`src/rtl/snd_arbiter_if.sv`:
```
// Request/playback bundle between the two player blocks, the sound arbiter and the audio path.
// master = request side (players / audio sink), slave = arbiter.
interface snd_arbiter_if #(
    parameter int unsigned CODE_W = 13
);
    logic              req1_valid;
    logic [CODE_W-1:0] req1_code;
    logic              req1_ready;
    logic              req2_valid;
    logic [CODE_W-1:0] req2_code;
    logic              req2_ready;
    logic [CODE_W-1:0] audio;
    logic              audio_enable;
    logic              busy_player1;
    logic              busy_player2;

    modport master (
        output req1_valid, req1_code, req2_valid, req2_code,
        input  req1_ready, req2_ready, audio, audio_enable, busy_player1, busy_player2
    );

    modport slave (
        input  req1_valid, req1_code, req2_valid, req2_code,
        output req1_ready, req2_ready, audio, audio_enable, busy_player1, busy_player2
    );
endinterface

```
`src/rtl/snd_arbiter.sv`:
```
// Round-robin arbiter sharing one sound-effect channel between two players (play, then gap).
// Define SND_PREEMPT_EN to let a high-priority pending clip cut off a low-priority one.
module snd_arbiter #(
    parameter int unsigned       CODE_W      = 13,
    parameter logic [25:0]       CLIP_CYCLES = 26'd4_000_000,
    parameter logic [25:0]       GAP_CYCLES  = 26'd80_000,
    parameter logic [CODE_W-1:0] PRIO_MASK   = CODE_W'(13'h1F00)
) (
    input  logic         clk,
    input  logic         RST,
    snd_arbiter_if.slave bus
);

`ifdef SND_PREEMPT_EN
    localparam logic PREEMPT_EN = 1'b1;
`else
    localparam logic PREEMPT_EN = 1'b0;
`endif

    typedef enum logic [1:0] {IDLE, PLAY, GAP} state_t;

    state_t            state, state_n;
    logic [25:0]       cnt, cnt_n;
    logic [CODE_W-1:0] hold1, hold2;
    logic              pending1, pending2;
    logic              last_grant, last_n;   // 0 = player 1, 1 = player 2
    logic [CODE_W-1:0] audio, audio_n;
    logic              audio_enable, en_n;
    logic              busy1, busy1_n, busy2, busy2_n;
    logic              grant1, grant2;
    logic              acc1, acc2;
    logic              cur_low, hi1, hi2, preempt;

    function automatic logic is_onehot(input logic [CODE_W-1:0] c);
        return (c != '0) && ((c & (c - CODE_W'(1))) == '0);
    endfunction

    assign acc1 = bus.req1_valid && !pending1;
    assign acc2 = bus.req2_valid && !pending2;

    // Preemption only targets the non-owner's pending clip, and only over a low-priority one.
    assign cur_low = (audio & PRIO_MASK) == '0;
    assign hi1     = pending1 && ((hold1 & PRIO_MASK) != '0);
    assign hi2     = pending2 && ((hold2 & PRIO_MASK) != '0);
    assign preempt = PREEMPT_EN && (state == PLAY) && cur_low && (busy1 ? hi2 : hi1);

    always_ff @(posedge clk) begin
        if (RST) state <= IDLE;
        else     state <= state_n;
    end

    always_comb begin
        state_n = state;
        cnt_n   = cnt;
        audio_n = audio;
        en_n    = audio_enable;
        busy1_n = busy1;
        busy2_n = busy2;
        last_n  = last_grant;
        grant1  = 1'b0;
        grant2  = 1'b0;
        case (state)
            IDLE: begin
                if (pending1 && (!pending2 || last_grant)) grant1 = 1'b1;
                else if (pending2)                         grant2 = 1'b1;
            end
            PLAY: begin
                if (preempt) begin
                    if (busy1) grant2 = 1'b1;
                    else       grant1 = 1'b1;
                end else if (cnt == CLIP_CYCLES - 26'd1) begin
                    state_n = GAP;
                    audio_n = '0;
                    en_n    = 1'b0;
                    busy1_n = 1'b0;
                    busy2_n = 1'b0;
                    cnt_n   = '0;
                end else begin
                    cnt_n = cnt + 26'd1;
                end
            end
            GAP: begin
                if (cnt == GAP_CYCLES - 26'd1) begin
                    state_n = IDLE;
                    cnt_n   = '0;
                end else begin
                    cnt_n = cnt + 26'd1;
                end
            end
            default: state_n = IDLE;
        endcase
        // A grant from IDLE or a preempt both start a fresh clip.
        if (grant1) begin
            state_n = PLAY;
            audio_n = hold1;
            en_n    = 1'b1;
            busy1_n = 1'b1;
            busy2_n = 1'b0;
            last_n  = 1'b0;
            cnt_n   = '0;
        end else if (grant2) begin
            state_n = PLAY;
            audio_n = hold2;
            en_n    = 1'b1;
            busy1_n = 1'b0;
            busy2_n = 1'b1;
            last_n  = 1'b1;
            cnt_n   = '0;
        end
    end

    always_ff @(posedge clk) begin
        if (RST) begin
            cnt          <= '0;
            audio        <= '0;
            audio_enable <= 1'b0;
            busy1        <= 1'b0;
            busy2        <= 1'b0;
            last_grant   <= 1'b1;
        end else begin
            cnt          <= cnt_n;
            audio        <= audio_n;
            audio_enable <= en_n;
            busy1        <= busy1_n;
            busy2        <= busy2_n;
            last_grant   <= last_n;
        end
    end

    // Accept and grant for the same player are exclusive: accept needs pending low, grant high.
    always_ff @(posedge clk) begin
        if (RST) begin
            pending1 <= 1'b0;
            pending2 <= 1'b0;
            hold1    <= '0;
            hold2    <= '0;
        end else begin
            if (acc1) begin
                if (is_onehot(bus.req1_code)) begin
                    pending1 <= 1'b1;
                    hold1    <= bus.req1_code;
                end
            end else if (grant1) begin
                pending1 <= 1'b0;
            end
            if (acc2) begin
                if (is_onehot(bus.req2_code)) begin
                    pending2 <= 1'b1;
                    hold2    <= bus.req2_code;
                end
            end else if (grant2) begin
                pending2 <= 1'b0;
            end
        end
    end

    assign bus.req1_ready   = ~pending1;
    assign bus.req2_ready   = ~pending2;
    assign bus.audio        = audio;
    assign bus.audio_enable = audio_enable;
    assign bus.busy_player1 = busy1;
    assign bus.busy_player2 = busy2;

endmodule
```
`src/flat_wrapper.sv`:
```
// flat-port wrapper written by rule: the top's interface ports become plain ports
module snd_arbiter_flat 
#(
    parameter int unsigned       CODE_W      = 13,
    parameter logic [25:0]       CLIP_CYCLES = 26'd4_000_000,
    parameter logic [25:0]       GAP_CYCLES  = 26'd80_000,
    parameter logic [CODE_W-1:0] PRIO_MASK   = CODE_W'(13'h1F00)
)
  (clk, RST, bus_req1_valid, bus_req1_code, bus_req2_valid, bus_req2_code, bus_req1_ready, bus_req2_ready, bus_audio, bus_audio_enable, bus_busy_player1, bus_busy_player2);
  snd_arbiter_if #(.CODE_W(CODE_W)) bus_i ();
  input  logic clk;
  input  logic RST;
  input wire logic [$bits(bus_i.req1_valid)-1:0] bus_req1_valid;
  input wire logic [$bits(bus_i.req1_code)-1:0] bus_req1_code;
  input wire logic [$bits(bus_i.req2_valid)-1:0] bus_req2_valid;
  input wire logic [$bits(bus_i.req2_code)-1:0] bus_req2_code;
  output wire logic [$bits(bus_i.req1_ready)-1:0] bus_req1_ready;
  output wire logic [$bits(bus_i.req2_ready)-1:0] bus_req2_ready;
  output wire logic [$bits(bus_i.audio)-1:0] bus_audio;
  output wire logic [$bits(bus_i.audio_enable)-1:0] bus_audio_enable;
  output wire logic [$bits(bus_i.busy_player1)-1:0] bus_busy_player1;
  output wire logic [$bits(bus_i.busy_player2)-1:0] bus_busy_player2;
  assign bus_i.req1_valid = bus_req1_valid;
  assign bus_i.req1_code = bus_req1_code;
  assign bus_i.req2_valid = bus_req2_valid;
  assign bus_i.req2_code = bus_req2_code;
  assign bus_req1_ready = bus_i.req1_ready;
  assign bus_req2_ready = bus_i.req2_ready;
  assign bus_audio = bus_i.audio;
  assign bus_audio_enable = bus_i.audio_enable;
  assign bus_busy_player1 = bus_i.busy_player1;
  assign bus_busy_player2 = bus_i.busy_player2;
  snd_arbiter #(.CODE_W(CODE_W), .CLIP_CYCLES(CLIP_CYCLES), .GAP_CYCLES(GAP_CYCLES), .PRIO_MASK(PRIO_MASK)) u_core (.clk(clk), .RST(RST), .bus(bus_i));
endmodule
```
`config.mk`:
```
export PLATFORM = sky130hd
export DESIGN_NAME = snd_arbiter_flat
export DESIGN_NICKNAME = d
export VERILOG_FILES = /design/src/rtl/snd_arbiter_if.sv /design/src/rtl/snd_arbiter.sv /design/src/flat_wrapper.sv
export SDC_FILE = /design/constraint.sdc
export NUM_CORES = 1
export LEC_CHECK = 0
export BUFFER_PORTS_ARGS = -buffer_cell sky130_fd_sc_hd__buf_2
export CORE_ASPECT_RATIO = 0.5
export CORE_UTILIZATION = 40
export DETAILED_ROUTE_END_ITERATION = 6
export PLACE_DENSITY = 0.62
export SLEW_MARGIN = 10
export SYNTH_ARGS = -nofsm -noshare
export SYNTH_HDL_FRONTEND = slang
export SYNTH_SLANG_ARGS = --single-unit
```
`constraint.sdc`:
```
create_clock -name clk -period 2.4 [get_ports clk]
set_input_delay 0.12 -clock clk [delete_from_list [all_inputs] [get_ports clk]]
set_output_delay 0.12 -clock clk [all_outputs]
set_load 0.02 [all_outputs]
```
=== Word-level counts from Yosys, hierarchy flattened ===
Cells that the tools add are included.

* Bits in registers: 73
* Latch bits: 0
* RAM bits: 0
* ROM bits: 0
* Input bits: 30
* Logic and storage cells: 93
* Memories: 0

* Add/subtract/negate cells: 3
* $mul: 0
* Div/mod/pow operators: 0
* Magnitude comparators: 0
* Equal/unequal tests: 11
* Shift-type cells: 0
* Mux-type cells: 31
* Bitwise logic cells: 5
* Reductions and logical operators: 31

{| class="wikitable"
|+ Operator list
! operator !! number
|-
| 2-to-1 mux 13 bit || 4
|-
| 2-to-1 mux 26 bit || 2
|-
| case mux 26 bit (2 select lines) || 1
|-
| adder 26 x 1 -> 26 bit, second input constant || 1
|-
| AND 13 bit || 2
|-
| == test 26 x 17 -> 1 bit, second input constant || 1
|-
| == test 26 x 22 -> 1 bit, second input constant || 1
|-
| logical NOT 13 bit || 2
|-
| nonzero test 13 bit || 2
|-
| subtractor 13 x 1 -> 13 bit, second input constant || 2
|-
| 2-to-1 mux 1 bit || 21
|-
| AND reduction 2 bit || 6
|-
| nonzero test 2 bit || 6
|-
| != test 4 x 1 -> 1 bit, second input constant || 2
|-
| case mux 2 bit (3 select lines) || 1
|-
| AND reduction 3 bit || 2
|-
| nonzero test 3 bit || 2
|-
| logical AND 1 bit || 5
|-
| 2-to-1 mux 2 bit || 2
|-
| != test 2 x 1 -> 1 bit, second input constant || 2
|-
| != test 2 bit, second input constant || 2
|-
| != test 3 x 1 -> 1 bit, second input constant || 1
|-
| NOT 1 bit || 3
|-
| OR reduction 3 bit || 1
|-
| 6 further kinds || 7
|}

=== Logic depth before layout (Yosys ltp) ===
Gate-level depths: netlist of run 1.

* Depth after elaboration: 7
* Gate-level depth with buffers: 9

=== Worst setup path after synthesis of run 1 ===
OpenSTA, ideal clock, no wires.

* Path kind: register to register
* From: reg u_core.cnt[18]
* To: reg u_core.audio[6], in the netlist u_core.bus.audio[6]
* Data arrival time: 1983 ps
* Data required time: 2272 ps
* Setup slack: 290 ps
* Stages on the path, launching flop included: 8
* Buffers on the path: 1
* Clock period less this slack: 2110 ps
* Path through: dfxtp_1 nand4_1 or4_1 nor3_2 a21oi_1 buf_2 a222oi_1 nor2_1

* Longest elaborated chain between the ends: 3

{| class="wikitable"
|+ Ends and longest elaborated chain
! item !! line !! source
|-
| start, declared || snd_arbiter.sv:23 || <nowiki>logic [25:0] cnt, cnt_n;</nowiki>
|-
| start signal, assigned || snd_arbiter.sv:121 || <nowiki>cnt <= cnt_n;</nowiki>
|-
| == test 26 x 22 -> 1 bit || snd_arbiter.sv:71 || <nowiki>end else if (cnt == CLIP_CYCLES - 26'd1) begin</nowiki>
|-
| nonzero test 3 bit (no source line) || -- ||
|-
| AND reduction 2 bit (no source line) || -- ||
|-
| end signal, assigned || snd_arbiter.sv:122 || <nowiki>audio <= audio_n;</nowiki>
|-
| end, declared || snd_arbiter.sv:27 || <nowiki>logic [CODE_W-1:0] audio, audio_n;</nowiki>
|}

No other way between the ends.
A chain may end at the register's enable or synchronous reset.

=== Worst setup path after layout of run 1 ===
* From: reg u_core.cnt[19]
* To: reg u_core.audio[6], in the netlist u_core.bus.audio[6]

The elaborated chain is that of the path after synthesis.

==> results of run 1 <==
logic make-up after synthesis:
kind of cell,after synthesis,synth area share (%)
AND/OR/NAND/NOR,183,28.3
flip-flops,73,41.2
AO/OA/AOI/OAI,42,10.1
buffers and inverters,31,3.81
multiplexers,27,7.62
XOR/XNOR,26,6.42
adder cells (fa/ha/maj),8,2.54
final timing paths:
| check | slack, ps | cells past startpoint | endpoint | startpoint |
|---|---|---|---|---|
| setup / recovery | 220 | 7 | u_core.bus.audio[6]$_SDFFE_PP0P_ | u_core.cnt[19]$_SDFFE_PP0P_ |
| setup reg to reg | 220 | 7 | u_core.bus.audio[6]$_SDFFE_PP0P_ | u_core.cnt[19]$_SDFFE_PP0P_ |
| hold / removal | 70 | 3 | u_core.hold1[12]$_SDFFE_PP0P_ | bus_req1_code[12] |
| hold reg to reg | 470 | 2 | u_core.hold2[8]$_SDFFE_PP0P_ | u_core.hold2[8]$_SDFFE_PP0P_ |
what timing repair did:
item / CTS / global route
setup endpoints to repair: 0 / 10
endpoints found under the hold margin: 0 / 0
gates resized for setup: 0 / 2
per-layer routing:
layer	global-route usage, %	share of wire, %
met1	22.8	49
met2	29.6	45
met3	6.65	4.0
met4	7.58	1.4
met5	0	0
sequential cells by signal, indices dropped and copies added (netlist names):
name and count:
u_core.last_grant 1, u_core.bus.audio 13, u_core.cnt 26, u_core.pending2 1
u_core.state 2, u_core.hold1 13, u_core.hold2 13, u_core.pending1 1
u_core.bus.audio_enable 1, u_core.bus.busy_player1 1, u_core.bus.busy_player2 1
worst max-delay path, cell delays in order, from the launching register on:
cell	delay, ps
dfxtp_1	410
nand4_1	160
or4_4	540
nor3_4	220
a21oi_1	130
buf_12	160
a222oi_1	350
nor2_1	60
stage by stage:
stage                     power, mW  instances  utilization (%)
final                          2.76        561             51.9
after global placement         1.36        546             48.0
after floorplan                1.30        390                -
after CTS                      2.79        561             51.8
after detailed placement       1.36        546             48.0
after global routing           2.87        561             51.9
power by group:
group	internal (mW)	switching, mW
Combinational	0.0523	0.0656
Sequential	1.21	0.000238
Clock	0.929	0.497
cells in the final DEF, fill, tap and decap left out, types with 3 or more instances in the layout:
| master | instances |
|---|---|
| clkbuf_16 | 9 |
| dfxtp_1 | 73 |
| nand2b_1 | 51 |
| a21oi_1 | 8 |
| nand3_1 | 9 |
| nor2b_1 | 6 |
| a222oi_1 | 13 |
| and3_1 | 6 |
| nor3_1 | 17 |
| buf_2 | 47 |
| nor2_1 | 49 |
| nand4_1 | 6 |
| mux2i_1 | 27 |
| o21ai_0 | 3 |
| o21a_1 | 3 |
| maj3_1 | 4 |
| nor4_1 | 7 |
| xor2_1 | 12 |
| nand2_1 | 14 |
| inv_1 | 12 |
| ha_1 | 4 |
| buf_4 | 14 |
| xnor2_1 | 14 |
cell type report:
class | instances | share of cell area [%]
clock buffer | 10 | 5.55
multi-input combinational | 286 | 45.5
timing repair buffer | 63 | 8.84
clock inverter | 5 | 1.86
tap | 112 | 3.26
sequential | 73 | 34.0
inverter | 12 | 1.05
==> impl_metrics.csv, run 1 <==
group,metric,value,unit
synth,mappedNetlistArea,3540,um2
routing,drt-initial-drc-count,201,
synth,ys_seq_area_share,41.2,%
cts,tritoncts,"done",
synth,synth_cell_types,51,
synth,synth_seq_cells,73,
critical_path,path_class,"flip-flop to flip-flop",
cells_and_area,final_nets,479,
run,maxCapViolations,0,
critical_path,crit_path_end_kind,"flip-flop",
cts,ctsRootBufferMaster,"clkbuf_16",
power_and_ir_drop,peakVddDrop,0.421,mV
sta,tightest_slew,781,ps
sta,post-route-min-period,2180,ps
critical_path,cp_data_arrival_time,2380,ps
die,placementRows,23,
cells_and_area,multi_input_area,1960,um2
critical_path,cp.required,2590,ps
sta,worst_slack,217,ps
sta,rsz0062_at_grt,"false",
cells_and_area,n_fill_cell,810,
sta,maxSlewViolCount,0,
cts,cts_setup_buffers,0,
sta,setup_tns,0,ps
synth,ys.warnings.count,0,
synth,synth_top_area_share,41.2,%
synth,synth_commonest_cells,"73 x dfxtp_1, 51 x nand2b_1, 49 x nor2_1, 27 x mux2i_1, 17 x nor3_1",
sta,whs,67.3,ps
cts,cts_buffers,9,
synth,yosysMostFrequentCell,"dfxtp_1",
placed_design,placed_cell_area,3980,um2
sta,relSlewSlack,47.9,%
critical_path,critPathMaxFanout,13,
die,start_util,42.8,%
cells_and_area,seqCellArea,1460,um2
global_routing,grt_pass1_wl,12800,um
synth,ys.flop_type,"dfxtp_1",
sta,finClkSkew,5.08,ps
global_routing,grtUsageTotal,18.4,%
die,coreArea,8290,um2
global_routing,grt_max_degree,57,
cts,hold_buffers,0,
cells_and_area,design_area,4300,um2
cts,cts_sinks,73,
synth,async_flop_share,0,%
placed_design,hpwl,5480,um
power_and_ir_drop,p_per_area,640,nW/um2
cts,cts.reportedPaths.clkPinSlew,50,ps
placed_design,port_buffers,47,
placed_design,pre_cts_ws,188,ps
synth,synth_top_cell_by_area,"dfxtp_1",
routing,viasPerCell,5.11,
cells_and_area,drive_gt1_share,19.4,%
routing,drtAntennaViolNets,0,
cells_and_area,diodes,0,
die,ios,48,
cts,cts.path.max_buffers,2,
synth,synth_area_leaders,"dfxtp_1 41%, nand2b_1 9.0%, mux2i_1 7.6%",
outcome,outcome,"complete, no violations",
synth,postSynthCellCount,390,
die,dieArea,9270,um2
die,chipHeight,68.6,um
synth,postSynthNetCount,424,
hold_path,hold_path.class,"input port to flip-flop",
global_routing,grt-ovfl-total,0,
routing,vias,2867,
power_and_ir_drop,p_leak,1.58,nW
global_routing,antenna_found_initial,0,
synth,synth-edff-count,0,
routing,drc,0,
cts,cts-htree-levels,3,
synth,avgSynthCellArea,9.09,um2
routing,wire_per_inst,13.8,um
sta,finalHoldViolCount,0,
sta,setup-violations-final,0,
routing,drt-pass1-iter-count,7,
placed_design,gp_congestion,0.785,
cells_and_area,area_growth,21.4,%
cts,insertion_delay,340,ps
sta,fmax,458,MHz
routing,wirelength,7720,um
sta,final.period_utilization,90.9,%
global_routing,grt_pass1_vias,2641,
die,fp.dieW,135,um
critical_path,cp-start-kind,"flip-flop",
(Power assumes the default switching activity.)
==> run 2: changes to the inputs <==
Settings changed: ABC_AREA from default to 1, PLACE_DENSITY 0.62 to 0.61, RECOVER_POWER from default to 25.
==> run 2 against run 1 <==
Effect of this change: core utilization is 3.8 points lower; sequential share of layout area is 2.6 points lower; register-to-register slack better by 210 ps; non-clock buffer count down 12; area after synthesis grew 15%; final area is 8.2% higher; synthesized cell count rose by 63%; first-iteration DRC count fell by 19%; hold slack improved by 72 ps; cell count up 46%; flip-flop and latch count stayed put.
==> impl_metrics.csv, run 2 <==
group,metric,value,unit
cts,ctsRootBufferMaster,"clkbuf_16",
synth,synth_area_leaders,"dfxtp_1 36%, nor2_1 14%, nand2_1 13%",
critical_path,path_class,"flip-flop to flip-flop",
die,start_util,42.2,%
die,placementRows,25,
synth,postSynthCellCount,634,
global_routing,grt_max_degree,44,
sta,rsz0062_at_grt,"false",
sta,relSlewSlack,64.2,%
sta,finalHoldViolCount,0,
cells_and_area,n_fill_cell,1021,
global_routing,grtUsageTotal,20.3,%
die,ios,48,
synth,async_flop_share,0,%
cts,cts_setup_buffers,0,
cells_and_area,largest_reg_flops,26,
placed_design,gp_congestion,0.902,
sta,tightest_slew,536,ps
die,fp.dieW,145,um
power_and_ir_drop,p_per_area,556,nW/um2
critical_path,crit_path_end_kind,"flip-flop",
synth,synth_cell_types,33,
outcome,outcome,"complete, no violations",
global_routing,grt_pass1_vias,3707,
cells_and_area,design_area,4660,um2
synth,synth-xor-area-share,2.79,%
cts,cts.reportedPaths.clkPinSlew,60,ps
routing,viasPerCell,4.77,
routing,wl_met1,4810,um
run,maxCapViolations,0,
synth,synth_commonest_cells,"155 x nor2_1, 140 x nand2_1, 73 x dfxtp_1, 60 x inv_1, 45 x nand3_1",
cells_and_area,drive_gt1_share,10.2,%
sta,maxSlewViolCount,0,
critical_path,cp.required,2630,ps
placed_design,pre_cts_ws,442,ps
placed_design,hpwl,7250,um
critical_path,cp-startpoint,"u_core.state[1]$_SDFFE_PP0P_",
sta,fmax,507,MHz
placed_design,placed_cell_area,4400,um2
routing,drt-initial-drc-count,162,
cells_and_area,postLayoutCoreUtil,48.2,%
cts,tritoncts,"done",
global_routing,grt_pass1_wl,16800,um
routing,vias,3904,
routing,drt-pass1-iter-count,4,
cts,cts-htree-levels,3,
routing,dr.max_layer_used,"met4",
routing,route.met3.wl,299,um
cells_and_area,seqCellArea,1460,um2
cts,cts.path.max_buffers,2,
cts,cts_buffers,9,
placed_design,dp.cells,802,
synth,synth_top_cell_by_area,"dfxtp_1",
cells_and_area,final_cells,819,
synth,ys.flop_type,"dfxtp_1",
routing,wire_per_inst,11.8,um
synth,synth_top_area_share,35.8,%
synth,synthMuxAreaShare,0,%
critical_path,cp_data_arrival_time,2200,ps
synth,mappedNetlistArea,4080,um2
routing,wirelength,9640,um
routing,drc,0,
synth,postSynthNetCount,668,
synth,ys_seq_area_share,35.8,%
sta,worst_slack,428,ps
cells_and_area,diodes,0,
hold_path,hold_path.class,"input port to flip-flop",
global_routing,antenna_found_initial,0,
cts,insertion_delay,330,ps
synth,ys.warnings.count,0,
critical_path,reg2reg_from,"u_core.state[1]$_SDFFE_PP0P_",
hold_path,worstHoldStart,"bus_req2_code[5]",
sta,setup-violations-final,0,
sta,final.period_utilization,82.2,%
sta,post-route-min-period,1970,ps
cells_and_area,regMostFlops,"u_core.cnt",
critical_path,critPathMaxFanout,6,
placed_design,port_buffers,47,
synth,synth_compound_area_share,7.79,%
routing,wl_met2,4390,um
cells_and_area,layout_commonest_cell,"nor2_1",
power_and_ir_drop,p_leak,1.98,nW
synth,yosysMostFrequentCell,"nor2_1",
die,coreArea,9670,um2
synth,synth_fa_ha_area_share,1.23,%
cells_and_area,final_nets,713,
die,chipHeight,73.4,um
synth,synth_top_family_by_area,"simple AND/OR/NAND/NOR gates",
global_routing,grt-ovfl-total,0,
cells_and_area,multi_input_area,2250,um2
cells_and_area,layout_common_cells,"155 x nor2_1, 140 x nand2_1, 73 x dfxtp_1, 61 x inv_1, 45 x nand3_1",
synth,synth-edff-count,0,
routing,drtAntennaViolNets,0,
synth,avgSynthCellArea,6.44,um2
die,dieArea,10600,um2
cells_and_area,area_growth,14.1,%
sta,setup_tns,0,ps
sta,finClkSkew,8.17,ps
power_and_ir_drop,peakVddDrop,0.270,mV
synth,synthSimpleGateAreaFrac,43.5,%
critical_path,cp-start-kind,"flip-flop",
synth,synth_seq_cells,73,
cts,cts_sinks,73,
run 2: metrics by stage:
stage	hold slack (ps)	power, mW
after floorplan	189	1.32
after global placement	349	1.38
after detailed placement	350	1.38
after CTS	132	2.61
after global routing	151	2.70
final	139	2.59
run 2: layout make-up:
class / count / area share [%]
Multi-Input combinational cell: 476 / 48.3
Sequential cell: 73 / 31.4
Inverter: 68 / 5.48
Clock buffer: 12 / 5.29
Timing Repair Buffer: 51 / 5.27
Tap cell: 135 / 3.63
Clock inverter: 4 / 0.618
run 2: what timing repair did:
item	CTS	global route
gates resized for setup	0	0
hold endpoints to repair	1	0
hold buffers	1	0
run 2: cell families after synthesis:
kind of cell | Yosys count
fa+ha+maj | 4
xor+xnor | 13
simple gates | 406
compound gates | 53
buf+inv | 85
flops | 73
run 2: final timing paths:
| check | slack (ps) | endpoint | depth (start not counted) |
|---|---|---|---|
| worst max-delay path | 430 | u_core.cnt[19]$_SDFFE_PP0P_ | 10 |
| worst min-delay path | 140 | u_core.hold2[5]$_SDFFE_PP0P_ | 4 |
| worst max register to register | 430 | u_core.cnt[19]$_SDFFE_PP0P_ | 10 |
| worst min register to register | 470 | u_core.bus.audio_enable$_SDFFE_PP0P_ | 2 |
run 2: worst max-delay path, stage by stage, from the launching register on:
cell	delay, ps
dfxtp_1	360
inv_1	70
ha_1	390
inv_1	140
nor2_1	190
nand2_1	150
nor3_1	220
inv_1	60
nor2_1	110
xnor2_1	130
nor2_1	50
run 2: per-layer routing:
metal | vias to the layer above | track usage, %
met5 | - | 0
met2 | 60 | 34.4
met1 | 1727 | 25.9
met3 | 13 | 4.69
li1 | 2104 | -
met4 | 0 | 6.08
run 2: report_power, final:
part           leakage [nW]  internal (mW)  switching, mW
Clock                 0.129          0.728          0.510
Sequential            0.588           1.21       0.000321
Combinational          1.26         0.0499         0.0890
Total                  1.98           1.99          0.599
